===== src/rtl/mem_wb_result_stage.sv =====
// MEM/WB pipeline register with four-source write-back select, sub-word
// load formatting, stall/flush control and register-file write qualification.
// The registered outputs also feed the EX-stage forwarding unit.

// Little-endian load formatter: picks the byte or half lane addressed by the
// low address bits and sign- or zero-extends it. Word loads pass through.
module mem_wb_load_fmt #(
  parameter int DATA_W = 32
) (
  input  logic [DATA_W-1:0] raw_i,
  input  logic [1:0]        offset_i,
  input  logic [1:0]        size_i,
  input  logic              signed_i,
  output logic [DATA_W-1:0] data_o
);

  logic [7:0]  byte_lane;
  logic [15:0] half_lane;
  logic        byte_sign;
  logic        half_sign;

  // Lane extraction from the addressed byte/half position.
  always_comb begin
    byte_lane = raw_i[7:0];
    case (offset_i)
      2'd0: byte_lane = raw_i[7:0];
      2'd1: byte_lane = raw_i[15:8];
      2'd2: byte_lane = raw_i[23:16];
      2'd3: byte_lane = raw_i[31:24];
      default: byte_lane = raw_i[7:0];
    endcase
    // offset[0] is ignored for halves; misaligned halves trap upstream.
    half_lane = offset_i[1] ? raw_i[31:16] : raw_i[15:0];
  end

  assign byte_sign = signed_i & byte_lane[7];
  assign half_sign = signed_i & half_lane[15];

  // Extension by access size; sizes 2 and 3 are both full-word loads.
  always_comb begin
    data_o = raw_i;
    case (size_i)
      2'd0:    data_o = {{(DATA_W-8){byte_sign}}, byte_lane};
      2'd1:    data_o = {{(DATA_W-16){half_sign}}, half_lane};
      default: data_o = raw_i;
    endcase
  end

endmodule

module mem_wb_result_stage #(
  parameter int DATA_W         = 32,
  parameter int REG_AW         = 5,
  parameter int ZERO_REG_GUARD = 1
) (
  input  logic              clk,
  input  logic              rst_n,
  input  logic              in_valid,
  input  logic              stall,
  input  logic              flush,
  input  logic [DATA_W-1:0] alu_result,
  input  logic [DATA_W-1:0] mem_rd,
  input  logic [DATA_W-1:0] link_addr,
  input  logic [DATA_W-1:0] imm_upper,
  input  logic [1:0]        result_sel,
  input  logic [1:0]        load_size,
  input  logic              load_signed,
  input  logic              reg_write,
  input  logic [REG_AW-1:0] dest_reg,
  output logic              wb_valid,
  output logic              wb_we,
  output logic [REG_AW-1:0] wb_rd,
  output logic [DATA_W-1:0] wb_data
);

  localparam logic GUARD = (ZERO_REG_GUARD != 0);

  localparam logic [1:0] SEL_ALU  = 2'd0;
  localparam logic [1:0] SEL_MEM  = 2'd1;
  localparam logic [1:0] SEL_LINK = 2'd2;
  localparam logic [1:0] SEL_IMM  = 2'd3;

  logic              valid_q,  valid_d;
  logic [DATA_W-1:0] alu_q,    alu_d;
  logic [DATA_W-1:0] mem_q,    mem_d;
  logic [DATA_W-1:0] link_q,   link_d;
  logic [DATA_W-1:0] imm_q,    imm_d;
  logic [1:0]        sel_q,    sel_d;
  logic [1:0]        size_q,   size_d;
  logic              sgn_q,    sgn_d;
  logic              rw_q,     rw_d;
  logic [REG_AW-1:0] rd_q,     rd_d;

  logic [DATA_W-1:0] load_data;
  logic              rd_is_zero;

  // Next-state: flush kills the valid bit (payload may hold), stall holds
  // everything, otherwise capture the MEM-stage instruction.
  always_comb begin
    valid_d = valid_q;
    alu_d   = alu_q;
    mem_d   = mem_q;
    link_d  = link_q;
    imm_d   = imm_q;
    sel_d   = sel_q;
    size_d  = size_q;
    sgn_d   = sgn_q;
    rw_d    = rw_q;
    rd_d    = rd_q;
    if (flush) begin
      valid_d = 1'b0;
    end else if (!stall) begin
      valid_d = in_valid;
      alu_d   = alu_result;
      mem_d   = mem_rd;
      link_d  = link_addr;
      imm_d   = imm_upper;
      sel_d   = result_sel;
      size_d  = load_size;
      sgn_d   = load_signed;
      rw_d    = reg_write;
      rd_d    = dest_reg;
    end
  end

  // Stage register; asynchronous reset clears every field, so all outputs
  // read zero while reset is held.
  always_ff @(posedge clk or negedge rst_n) begin
    if (!rst_n) begin
      valid_q <= 1'b0;
      alu_q   <= '0;
      mem_q   <= '0;
      link_q  <= '0;
      imm_q   <= '0;
      sel_q   <= '0;
      size_q  <= '0;
      sgn_q   <= 1'b0;
      rw_q    <= 1'b0;
      rd_q    <= '0;
    end else begin
      valid_q <= valid_d;
      alu_q   <= alu_d;
      mem_q   <= mem_d;
      link_q  <= link_d;
      imm_q   <= imm_d;
      sel_q   <= sel_d;
      size_q  <= size_d;
      sgn_q   <= sgn_d;
      rw_q    <= rw_d;
      rd_q    <= rd_d;
    end
  end

  // Load formatting works on the stored word and stored address low bits.
  mem_wb_load_fmt #(
    .DATA_W (DATA_W)
  ) u_load_fmt (
    .raw_i    (mem_q),
    .offset_i (alu_q[1:0]),
    .size_i   (size_q),
    .signed_i (sgn_q),
    .data_o   (load_data)
  );

  assign rd_is_zero = (rd_q == '0);

  // Outputs depend on stored state only; no input reaches an output
  // combinationally, which keeps the forwarding path timing clean.
  always_comb begin
    wb_valid = valid_q;
    wb_rd    = rd_q;
    wb_we    = valid_q & rw_q & ~(GUARD & rd_is_zero);
    // Data is driven regardless of wb_we so forwarding sees it unchanged.
    wb_data  = alu_q;
    case (sel_q)
      SEL_ALU:  wb_data = alu_q;
      SEL_MEM:  wb_data = load_data;
      SEL_LINK: wb_data = link_q;
      SEL_IMM:  wb_data = imm_q;
      default:  wb_data = alu_q;
    endcase
  end

endmodule

===== config.mk =====
export PLATFORM = sky130hd
export DESIGN_NAME = mem_wb_result_stage
export DESIGN_NICKNAME = d
export VERILOG_FILES = /design/src/rtl/mem_wb_result_stage.sv
export SDC_FILE = /design/constraint.sdc
export NUM_CORES = 1
export LEC_CHECK = 0
export ABC_CLOCK_PERIOD_IN_PS = 2300
export BUFFER_PORTS_ARGS = -buffer_cell sky130_fd_sc_hd__buf_2
export CORE_MARGIN = 2
export CORE_UTILIZATION = 49
export CTS_CLUSTER_SIZE = 10
export DETAILED_ROUTE_END_ITERATION = 6
export GPL_ROUTABILITY_DRIVEN = 1
export PLACE_DENSITY = 0.78
export SETUP_SLACK_MARGIN = 0.1
export SLEW_MARGIN = 20
export SYNTH_ARGS = -nofsm -noshare
export SYNTH_HDL_FRONTEND = slang
export SYNTH_HIERARCHICAL = 1
export SYNTH_SLANG_ARGS = --single-unit

===== constraint.sdc =====
create_clock -name clk -period 2.3 [get_ports clk]
set_clock_uncertainty 0.05 [all_clocks]
set_input_delay 0.46 -clock clk [delete_from_list [all_inputs] [get_ports clk]]
set_output_delay 0.46 -clock clk [all_outputs]
set_load 0.05 [all_outputs]

After elaboration in Yosys (flattened, before gate mapping)
Cells that the tools add are included.
{"block": "totals", "regBits": 140, "output_inout_bits": 39, "elab_cells": 36}
{"block": "classes", "eq_ne": 8, "n_mux": 6, "bitwise_logic": 7, "reduce_logical": 5}
{"operator": "one-hot mux 32 bit (4 select lines)", "n": 1}
{"operator": "one-hot mux 32 bit (2 select lines)", "n": 1}
{"operator": "one-hot mux 8 bit (4 select lines)", "n": 1}
{"operator": "two-way mux 16 bit", "n": 1}
{"operator": "== test 2 bit (second input constant)", "n": 4}
{"operator": "== test 2 x 1 -> 1 bit (second input constant)", "n": 3}
{"operator": "logical NOT 2 bit", "n": 3}
{"operator": "logical NOT 5 bit", "n": 1}
{"operator": "bitwise AND 1 bit", "n": 4}
{"operator": "NOT 1 bit", "n": 3}
{"operator": "two-way mux 1 bit", "n": 2}
{"operator": "!= test 2 x 1 -> 1 bit (second input constant)", "n": 1}
{"operator": "AND reduction 2 bit", "n": 1}

Depth between registers and ports, before layout
Gate-level depths: netlist of run 1.
{"block": "depth", "depth_word": 5, "ltp_mapped": 8, "ltp_nobuf": 4}

Cells and area by module
The synthesis of run 1 kept the hierarchy.
{"module": "mem_wb_result_stage", "n_inst": 1, "cells_per_inst": 339, "area_each_um2": 6602.6, "seq_area_each_um2": 3503.4}
{"module": "mem_wb_load_fmt", "n_inst": 1, "cells_per_inst": 133, "area_each_um2": 1023.5, "seq_area_each_um2": 0.0}

Worst setup path before layout of run 1
Ideal clock, no wire load.
{"block": "synth_timing", "kind": "reg-to-output", "startpoint": "reg alu_q[0]", "endpoint": "out wb_data[24]", "t_arrival_ns": 2.184, "t_required_ns": 1.790, "slack_ns": -0.394, "stages_incl_launch_ff": 7, "path_buffers": 2, "path_cell_list": "dfrtp_1 -> buf_4 -> mux2_4 -> a32oi_4 -> buf_6 -> o211ai_2 -> mux4_1"}
{"block": "synth_between", "elab_chain_len": 5}
{"item": "start, declared", "line_no": "84", "source": "logic [DATA_W-1:0] alu_q, alu_d;"}
{"item": "start signal, assigned", "line_no": "142", "source": "alu_q <= alu_d;"}
{"item": "== test 2 bit (tied with other cells)", "line_no": "25", "source": "case (offset_i)"}
{"item": "one-hot mux 8 bit (4 select lines) *", "line_no": "25"}
{"item": "bitwise AND 1 bit *", "line_no": "36", "source": "assign byte_sign = signed_i & byte_lane[7];"}
{"item": "one-hot mux 32 bit (2 select lines) *", "line_no": "42", "source": "case (size_i)"}
{"item": "net load_data[24]", "line_no": "94", "source": "logic [DATA_W-1:0] load_data;"}
{"item": "one-hot mux 32 bit (4 select lines) *", "line_no": "175", "source": "case (sel_q)"}
{"item": "end, declared", "line_no": "73", "source": "output logic [DATA_W-1:0] wb_data"}
The timed path passes the listed nets; every way through them passes the cells marked *.

Final worst setup path of run 1
{"block": "layout_timing", "startpoint": "reg alu_q[1]", "endpoint": "out wb_data[1]"}
{"block": "layout_between", "elab_chain_len": 4}
{"item": "== test 2 bit (tied with other cells)", "line_no": "25"}
{"item": "one-hot mux 8 bit (4 select lines)", "line_no": "25"}
{"item": "one-hot mux 32 bit (2 select lines) *", "line_no": "42"}
{"item": "net load_data[1]", "line_no": "94"}
{"item": "one-hot mux 32 bit (4 select lines) *", "line_no": "175"}
Marked as above.

==> results of run 1 <==
-- layout make-up --
cell class | count | share of cell area [%]
sequential | 140 | 35.5
inverter | 1 | 0.0380
clock buffer | 25 | 5.02
clock inverter | 3 | 0.406
multi-input combinational | 289 | 37.8
tap | 188 | 2.38
timing repair buffer | 255 | 18.9
-- logic make-up (layout without fill, tap and decap cells) --
| logic type | count (synthesis) | after routing | share of synthesized area, % |
|---|---|---|---|
| AO/OA/AOI/OAI | 50 | 50 | 5.84 |
| buffers and inverters | 43 | 284 | 6.27 |
| flip-flops | 140 | 140 | 45.9 |
| multiplexers | 182 | 182 | 38.2 |
| AND/OR/NAND/NOR | 57 | 57 | 3.74 |
-- synth_stat cells (5+ instances only) --
| cell type | number |
|---|---|
| mux2_4 | 111 |
| a21oi_1 | 9 |
| buf_2 | 8 |
| o211ai_1 | 7 |
| buf_12 | 14 |
| mux4_2 | 36 |
| o221ai_1 | 5 |
| dfrtp_1 | 140 |
| nor2_1 | 8 |
| o22ai_1 | 7 |
| mux2_2 | 30 |
| nor2b_1 | 17 |
| nand2_1 | 25 |
| buf_4 | 5 |
| clkbuf_1 | 7 |
| o211ai_2 | 10 |
| a211oi_1 | 7 |
| buf_6 | 8 |
-- cells in the final DEF (no fill, tap or decap), types with 2 or more instances in the layout --
cell / instances
o211ai_1: 7
buf_6: 33
mux2_4: 112
dfrtp_2: 3
mux2i_1: 2
clkbuf_8: 4
a21oi_1: 9
buf_4: 54
clkbuf_16: 17
nor2_1: 3
o22ai_1: 5
or3_1: 2
mux4_2: 39
a211oi_2: 4
dfrtp_1: 137
o221ai_1: 4
clkinv_2: 2
nor2b_1: 16
nor2_2: 4
mux2_2: 29
a211oi_1: 3
clkbuf_1: 4
buf_8: 11
buf_12: 7
nand2_1: 25
o221ai_2: 4
nor2_4: 2
buf_2: 148
o211ai_2: 9
-- power by group through the flow --
stage	clock network (uW)	logic (uW)	registers, uW
2_1_floorplan	0	2200	3080
4_1_cts	2590	3410	3070
3_3_place_gp	0	2970	3070
5_1_grt	2710	3660	3110
3_5_place_dp	0	3030	3100
6_report	2540	3490	3070
-- state kept, by name, indices dropped and copies added, names as in the netlist, 2 cells and up --
signal / flops
alu_q: 32
link_q: 32
imm_q: 32
wb_rd: 5
sel_q: 2
mem_q: 32
size_q: 2
-- metrics by stage --
stage               instances  power (uW)  utilization (%)  TNS, ps
detailed placement        864        6140             58.3    -7620
global route              901        9490             64.9   -22660
finish                    901        9110             64.9   -20420
CTS                       901        9080             64.3   -21070
global placement          864        6050             58.3    -6070
floorplan                 472        5290                -    -5230
-- per-layer routing --
metal,vias up,share of wire (%)
met3,33,7.1
met4,2,2.1
met1,2512,42
li1,2224,-
met2,173,49
met5,-,0.067
-- timing repair --
| item | 4_1_cts | 5_1_grt |
|---|---|---|
| setup endpoints to repair | 33 | 33 |
| buffers inserted | 10 | 0 |
| gates resized for setup | 89 | 21 |
| pin swaps | 8 | 8 |
| gates cloned | 1 | 0 |
| hold endpoints to repair | 57 | 0 |
| hold buffers | 1 | 0 |
-- final timing paths --
path | from | cells after the start | to | slack, ps
max reg2reg | alu_q[1]$_DFFE_PN0P_ | 4 | alu_q[1]$_DFFE_PN0P_ | 1080
min | flush | 2 | wb_valid$_DFFE_PN0P_ | 190
min reg2reg | alu_q[28]$_DFFE_PN0P_ | 1 | alu_q[28]$_DFFE_PN0P_ | 460
max in group asynchronous | rst_n | 3 | imm_q[16]$_DFFE_PN0P_ | 990
max | alu_q[1]$_DFFE_PN0P_ | 8 | wb_data[1] | -730
min in group asynchronous | rst_n | 2 | imm_q[4]$_DFFE_PN0P_ | 540
==> key figures, run 1 <==
Timing
  • Min Tclk post-route: 3030 ps
  • Final hold violations: 0
  • Final critical-path share of the clock period: 132%
  • Final Max Tran Viols: 0
  • Fmax: 0.330 GHz
  • Slew headroom: 62.5%
  • Setup ws final: -726 ps
  • Final setup violation count: 32
  • RSZ-0062 raised after global routing: true
  • Min Hold Slack: 185 ps
  • Worst slew pin tran: 563 ps

CTS
  • Sink Count: 140
  • H-tree Lvls: 4
  • Clk root buf: clkbuf_16
  • Worst-skew pair later-pin latency: between 400 and 500 ps
  • CTS Buf Count: 17
  • Clock transition at the registers of the reported paths: approximately 60 ps
  • Clock Tree Buf Depth: 2
  • CTS tree: done

Power
  • Clk pwr share: 27.9%
  • Pwr Density: 923 nW/um^2
  • Sequential Power Share: 33.8%
  • Sw Share: 32.5%
  • Maximum vdd drop: 0.000561 V
  • Gate power share: a little under two fifths
  • Psw: 2960 uW
  • Leak Pwr: ~0.0046 uW
  • Internal: approximately 6000 uW

Cells and area
  • Layout Nets: 848
  • Layout fillers: 1087
  • Fin area: 9870 um^2
  • Seq. cell area: 3510 um^2
  • Layout area overhead: 29.4%
  • Multi-input logic area: 3720 um^2
  • Antenna Cells: 0
  • Layout cells sized above 1: 69.1%

Worst setup path
  • Crit-path leading delay family: multiplexers
  • Crit Path Class: reg2out
  • Critical path buffers and inverters: 4
  • Crit-path max cell delay: 500 ps
  • CP Max Fanout: 6
  • Worst EP arrival: 2520 ps
  • Crit path required time: 1790 ps
  • Critical-path cell list: buf_12, buf_8, buf_6, mux4_2, nor2_1, a211oi_1, mux4_2, buf_8
  • Critical Path End Type: output pin
  • Critical path launch point type: register
  • CP max-delay cell: mux4_2

Logic synthesis
  • Mapped Area: 7630 um^2
  • Post-synth ARST share: 100%
  • Post-synth EDFFs: 0
  • YS warnings: 6
  • Seq/Total Area, Yosys: 45.9%
  • Leading post-synthesis cells by cell area: dfrtp_1 (46%), mux2_4 (22%), mux4_2 (11%), mux2_2 (4.4%), buf_12 (3.7%)
  • Total nets after synthesis: 616
  • Top_reg_cell synth: dfrtp_1
  • Synth Area per Inst: roughly 16 um^2
  • Number of distinct library cells after synthesis: 30
  • Top-area cell type share of the netlist area: 45.9%
  • Cells after synthesis: approximately 470
  • Largest area contributor in the netlist: dfrtp_1
  • Flops & latches, synth: 140

Floorplanning
  • Die area: 16600 um^2
  • Top-level port count: 183
  • Row cnt: 45
  • Die W: 129 um
  • DIE HEIGHT: 129 um
  • Core Area: 15200 um^2
  • Starting Density: 50.2%

Drt
  • Final ANT Viol Nets: 0
  • First-iteration detailed-routing DRC count: 307
  • Total Wirelength: slightly below 20 mm
  • # DRC: 0
  • Drt pass-1 iters: 4
  • WL per Instance: 21.5 um
  • Via count: 4944
  • Routed vias/inst: 5.49

Global route
  • Layer with the highest usage: met2
  • GR Util met1: about a third
  • Global route overflow: 0
  • Antenna violations before repair: 1
  • Via count of the first global-routing pass: 5472
  • GR Layer Usage met2: approximately 39%
  • First-pass GRT wire length: 30.0 mm
  • Met3 Use GR: 6.82%
  • Largest net degree at the start of global routing: between 70 and 80
  • GRT Overall Usage: between 20% and 30%

Placed design
  • Port bufs: ~180
  • Detailed placement HPWL: between 10 and 15 mm
  • Dpl ws: -312 ps
  • GPL Wtd Cong: between 0.8 and 0.9
  • Area of placed instances: 8860 um^2

Flow run
  • Total of max-cap violations: 0

Worst hold path
  • Hold crit path type: in2reg

Status
  • Violated checks: negative setup slack
  • Status: finished, violations left
Power figures use the tool's default switching activity.
==> inputs of run 2 (changes only) <==
--- a/config.mk
+++ b/config.mk
@@ -8,7 +8,7 @@
 export ABC_CLOCK_PERIOD_IN_PS = 2300
 export BUFFER_PORTS_ARGS = -buffer_cell sky130_fd_sc_hd__buf_2
 export CORE_MARGIN = 2
-export CORE_UTILIZATION = 49
+export CORE_UTILIZATION = 48
 export CTS_CLUSTER_SIZE = 10
 export DETAILED_ROUTE_END_ITERATION = 6
 export GPL_ROUTABILITY_DRIVEN = 1
@@ -17,5 +17,4 @@
 export SLEW_MARGIN = 20
 export SYNTH_ARGS = -nofsm -noshare
 export SYNTH_HDL_FRONTEND = slang
-export SYNTH_HIERARCHICAL = 1
 export SYNTH_SLANG_ARGS = --single-unit
==> key figures, run 2 <==
Cells and area
  • Layout area overhead: 42.3%
  • Layout fillers: 960 (-12%)
  • Most frequent cells in the layout: buf_2 (148), dfrtp_1 (138), mux2_2 (137)
  • Fin area: 9640 um^2 (-2.3%)
  • Layout cells sized above 1: 63.0% (-6.2 points)
  • Layout Nets: 906 (+6.8%)
  • Commonest non-fill, non-tap cell in the layout: buf_2

Global route
  • Largest net degree at the start of global routing: 65 (-8.5%)
  • Global route overflow: 0 (unchanged)
  • Via count of the first global-routing pass: 5576 (+1.9%)
  • GRT Overall Usage: 27.7% (+3.5 points)
  • Antenna violations before repair: 2 (+1)
  • First-pass GRT wire length: 30.8 mm (+2.7%)

Worst setup path
  • R2R depth: 3 (-1)
  • Crit path required time: 1790 ps (about the same)
  • Reg2Reg Setup Slack: 990 ps (-90 ps)
  • Crit-path leading delay family: simple AND/OR/NAND/NOR gates
  • Critical-path cell list: mux4_2, nand3_4, nor2_2, or3_4, buf_6
  • Crit path from: alu_q[1]$_DFFE_PN0P_
  • Crit Path Class: reg2out
  • Worst EP arrival: 2210 ps (-310 ps)
  • Critical path launch point type: register
  • Critical path buffers and inverters: 1 (-3)
  • R2r endpoint: sel_q[1]$_DFFE_PN0P_
  • Reg-to-reg startpoint: sel_q[1]$_DFFE_PN0P_
  • CP Max Fanout: 5 (-1)
  • CP max-delay cell: mux4_2
  • Crit-path max cell delay: 560 ps (+60 ps)
  • Critical Path End Type: output pin

Timing
  • Min Tclk post-route: 2720 ps (-302 ps)
  • Setup ws final: -424 ps (+302 ps)
  • Fmax: 0.367 GHz (+11%)
  • Min Hold Slack: -9.14 ps (-194 ps)
  • Final critical-path share of the clock period: 118% (-13 points)
  • Final setup violation count: 32 (unchanged)
  • Final hold violations: 3 (+3)
  • Worst slew pin tran: 625 ps (+61.6 ps)
  • RSZ-0062 raised after global routing: true
  • Final Max Tran Viols: 0 (unchanged)
  • Setup TNS: -11560 ps (+8860 ps)
  • Slew headroom: 58.4% (-4.1 points)

Placed design
  • GPL Wtd Cong: 0.945 (+5.3%)
  • Detailed placement HPWL: 13.6 mm (-0.57%)
  • Dpl ws: -465 ps (-153 ps)
  • Area of placed instances: 8290 um^2 (-6.4%)
  • Port bufs: 182 (unchanged)

Floorplanning
  • DIE HEIGHT: 123 um (-4.6%)
  • Die W: 123 um (-4.6%)
  • Top-level port count: 183 (unchanged)
  • Starting Density: 49.0% (-1.2 points)
  • Core Area: 13800 um^2 (-9.0%)
  • Row cnt: 43 (-4.4%)
  • Die area: 15100 um^2 (-9.1%)

Power
  • Maximum vdd drop: 0.000746 V (+33%)
  • Leak Pwr: 0.00419 uW (-8.5%)
  • Pwr Density: 962 nW/um^2 (+4.3%)

Logic synthesis
  • Number of distinct library cells after synthesis: 36 (+20%)
  • Top-area cell type share of the netlist area: 51.7% (+5.8 points)
  • Cells after synthesis: 546 (+16%)
  • Synth Area per Inst: 12.4 um^2 (-23%)
  • Largest area contributor in the netlist: dfrtp_1
  • YS warnings: 0 (-6)
  • Post-synth EDFFs: 0 (unchanged)
  • Flops & latches, synth: 140 (unchanged)
  • Most common cell in the netlist: dfrtp_1
  • Seq/Total Area, Yosys: 51.7% (+5.8 points)
  • Leading post-synthesis cells by cell area: dfrtp_1 (52%), mux2_2 (23%), a211oi_1 (2.7%), nor2b_1 (2.5%), a22oi_1 (2.4%)
  • Mapped Area: 6770 um^2 (-11%)
  • Post-synth ARST share: 100% (unchanged)
  • Post-synth top cells: dfrtp_1 (140), mux2_2 (138), nor2b_1 (27), clkbuf_1 (26)
  • Total nets after synthesis: 690 (+12%)
  • Top_reg_cell synth: dfrtp_1

CTS
  • # hold bufs at CTS: 0 (-1)
  • H-tree Lvls: 4 (unchanged)
  • Clock transition at the registers of the reported paths: 60 ps (about the same)
  • Worst-skew pair later-pin latency: 420 ps (about the same)
  • Clk root buf: clkbuf_16
  • CTS tree: done
  • Sink Count: 140 (unchanged)
  • Clock Tree Buf Depth: 2 (unchanged)
  • CTS Buf Count: 17 (unchanged)

Status
  • Violated checks: negative hold slack, negative setup slack
  • Status: finished, violations left

Drt
  • Drt pass-1 iters: 4 (unchanged)
  • Via count: 5430 (+9.8%)
  • Routed vias/inst: 5.68 (+3.5%)
  • Final ANT Viol Nets: 0 (unchanged)
  • # DRC: 0 (unchanged)
  • First-iteration detailed-routing DRC count: 396 (+29%)
  • WL per Instance: 21.8 um (+1.4%)
  • Total Wirelength: 20.8 mm (+7.6%)

Flow run
  • Total of max-cap violations: 0 (unchanged)

Worst hold path
  • Hold crit path type: in2async
run 2: worst max path at each step:
stage / end / depth (start not counted) / slack [ps]
6_report: wb_data[24] / 5 / -420
5_1_grt: wb_data[16] / 7 / -470
4_1_cts: wb_data[24] / 5 / -410
3_5_place_dp: wb_data[19] / 6 / -470
3_3_place_gp: wb_data[11] / 6 / -430
2_1_floorplan: wb_data[0] / 5 / 5
run 2: per-stage QoR:
step / hold slack, ps / cells / utilization (%) / power (uW)
6_report: -9.14 / 956 / 69.7 / 9270
5_1_grt: 18.5 / 956 / 69.7 / 9600
4_1_cts: 5.16 / 947 / 68.6 / 9180
3_5_place_dp: 438 / 906 / 60.0 / 5760
3_3_place_gp: 434 / 906 / 60.0 / 5700
2_1_floorplan: 114 / 546 / - / 4960
run 2: where the power goes:
group | switching (uW) | internal (uW)
Sequential | 262 | 2830
Clock | 1170 | 1740
Combinational | 1750 | 1520
Total | 3180 | 6090
run 2: cells by family (layout without fill, tap and decap cells):
group                  count (synthesis)  count (layout)  synth area share (%)
muxes                                155             155                  26.4
DFF                                  140             140                  51.7
AOI/OAI and AO/OA                    111             111                  11.0
and+or+nand+nor                       91              95                  7.54
buffers and inverters                 49             274                  3.29
other                                  0               1                     0
run 2: per-layer routing:
layer | up-vias | global-route usage (%) | part of all wire [%]
li1 | 2480 | - | -
met3 | 33 | 6.88 | 6.2
met2 | 206 | 45.5 | 51
met4 | 2 | 9.91 | 2.4
met1 | 2709 | 35.5 | 41
met5 | - | 0 | 0.063
run 2: what timing repair did:
item	in CTS	in global routing
gates cloned	4	2
setup buffers	7	6
gates resized for setup	122	14
pin swaps	16	8
setup endpoints to repair	33	33
run 2: final cells by class:
type / count / area (um^2) / area share [%]
well taps: 180 / 225 / 2.34
diodes: 1 / 2.50 / 0.0260
multi-input cells: 361 / 3500 / 36.3
clock buffers: 17 / 425 / 4.42
repair buffers: 237 / 1760 / 18.2
flip-flops and latches: 140 / 3510 / 36.4
clock inverters: 15 / 198 / 2.05
inverters: 5 / 18.8 / 0.195
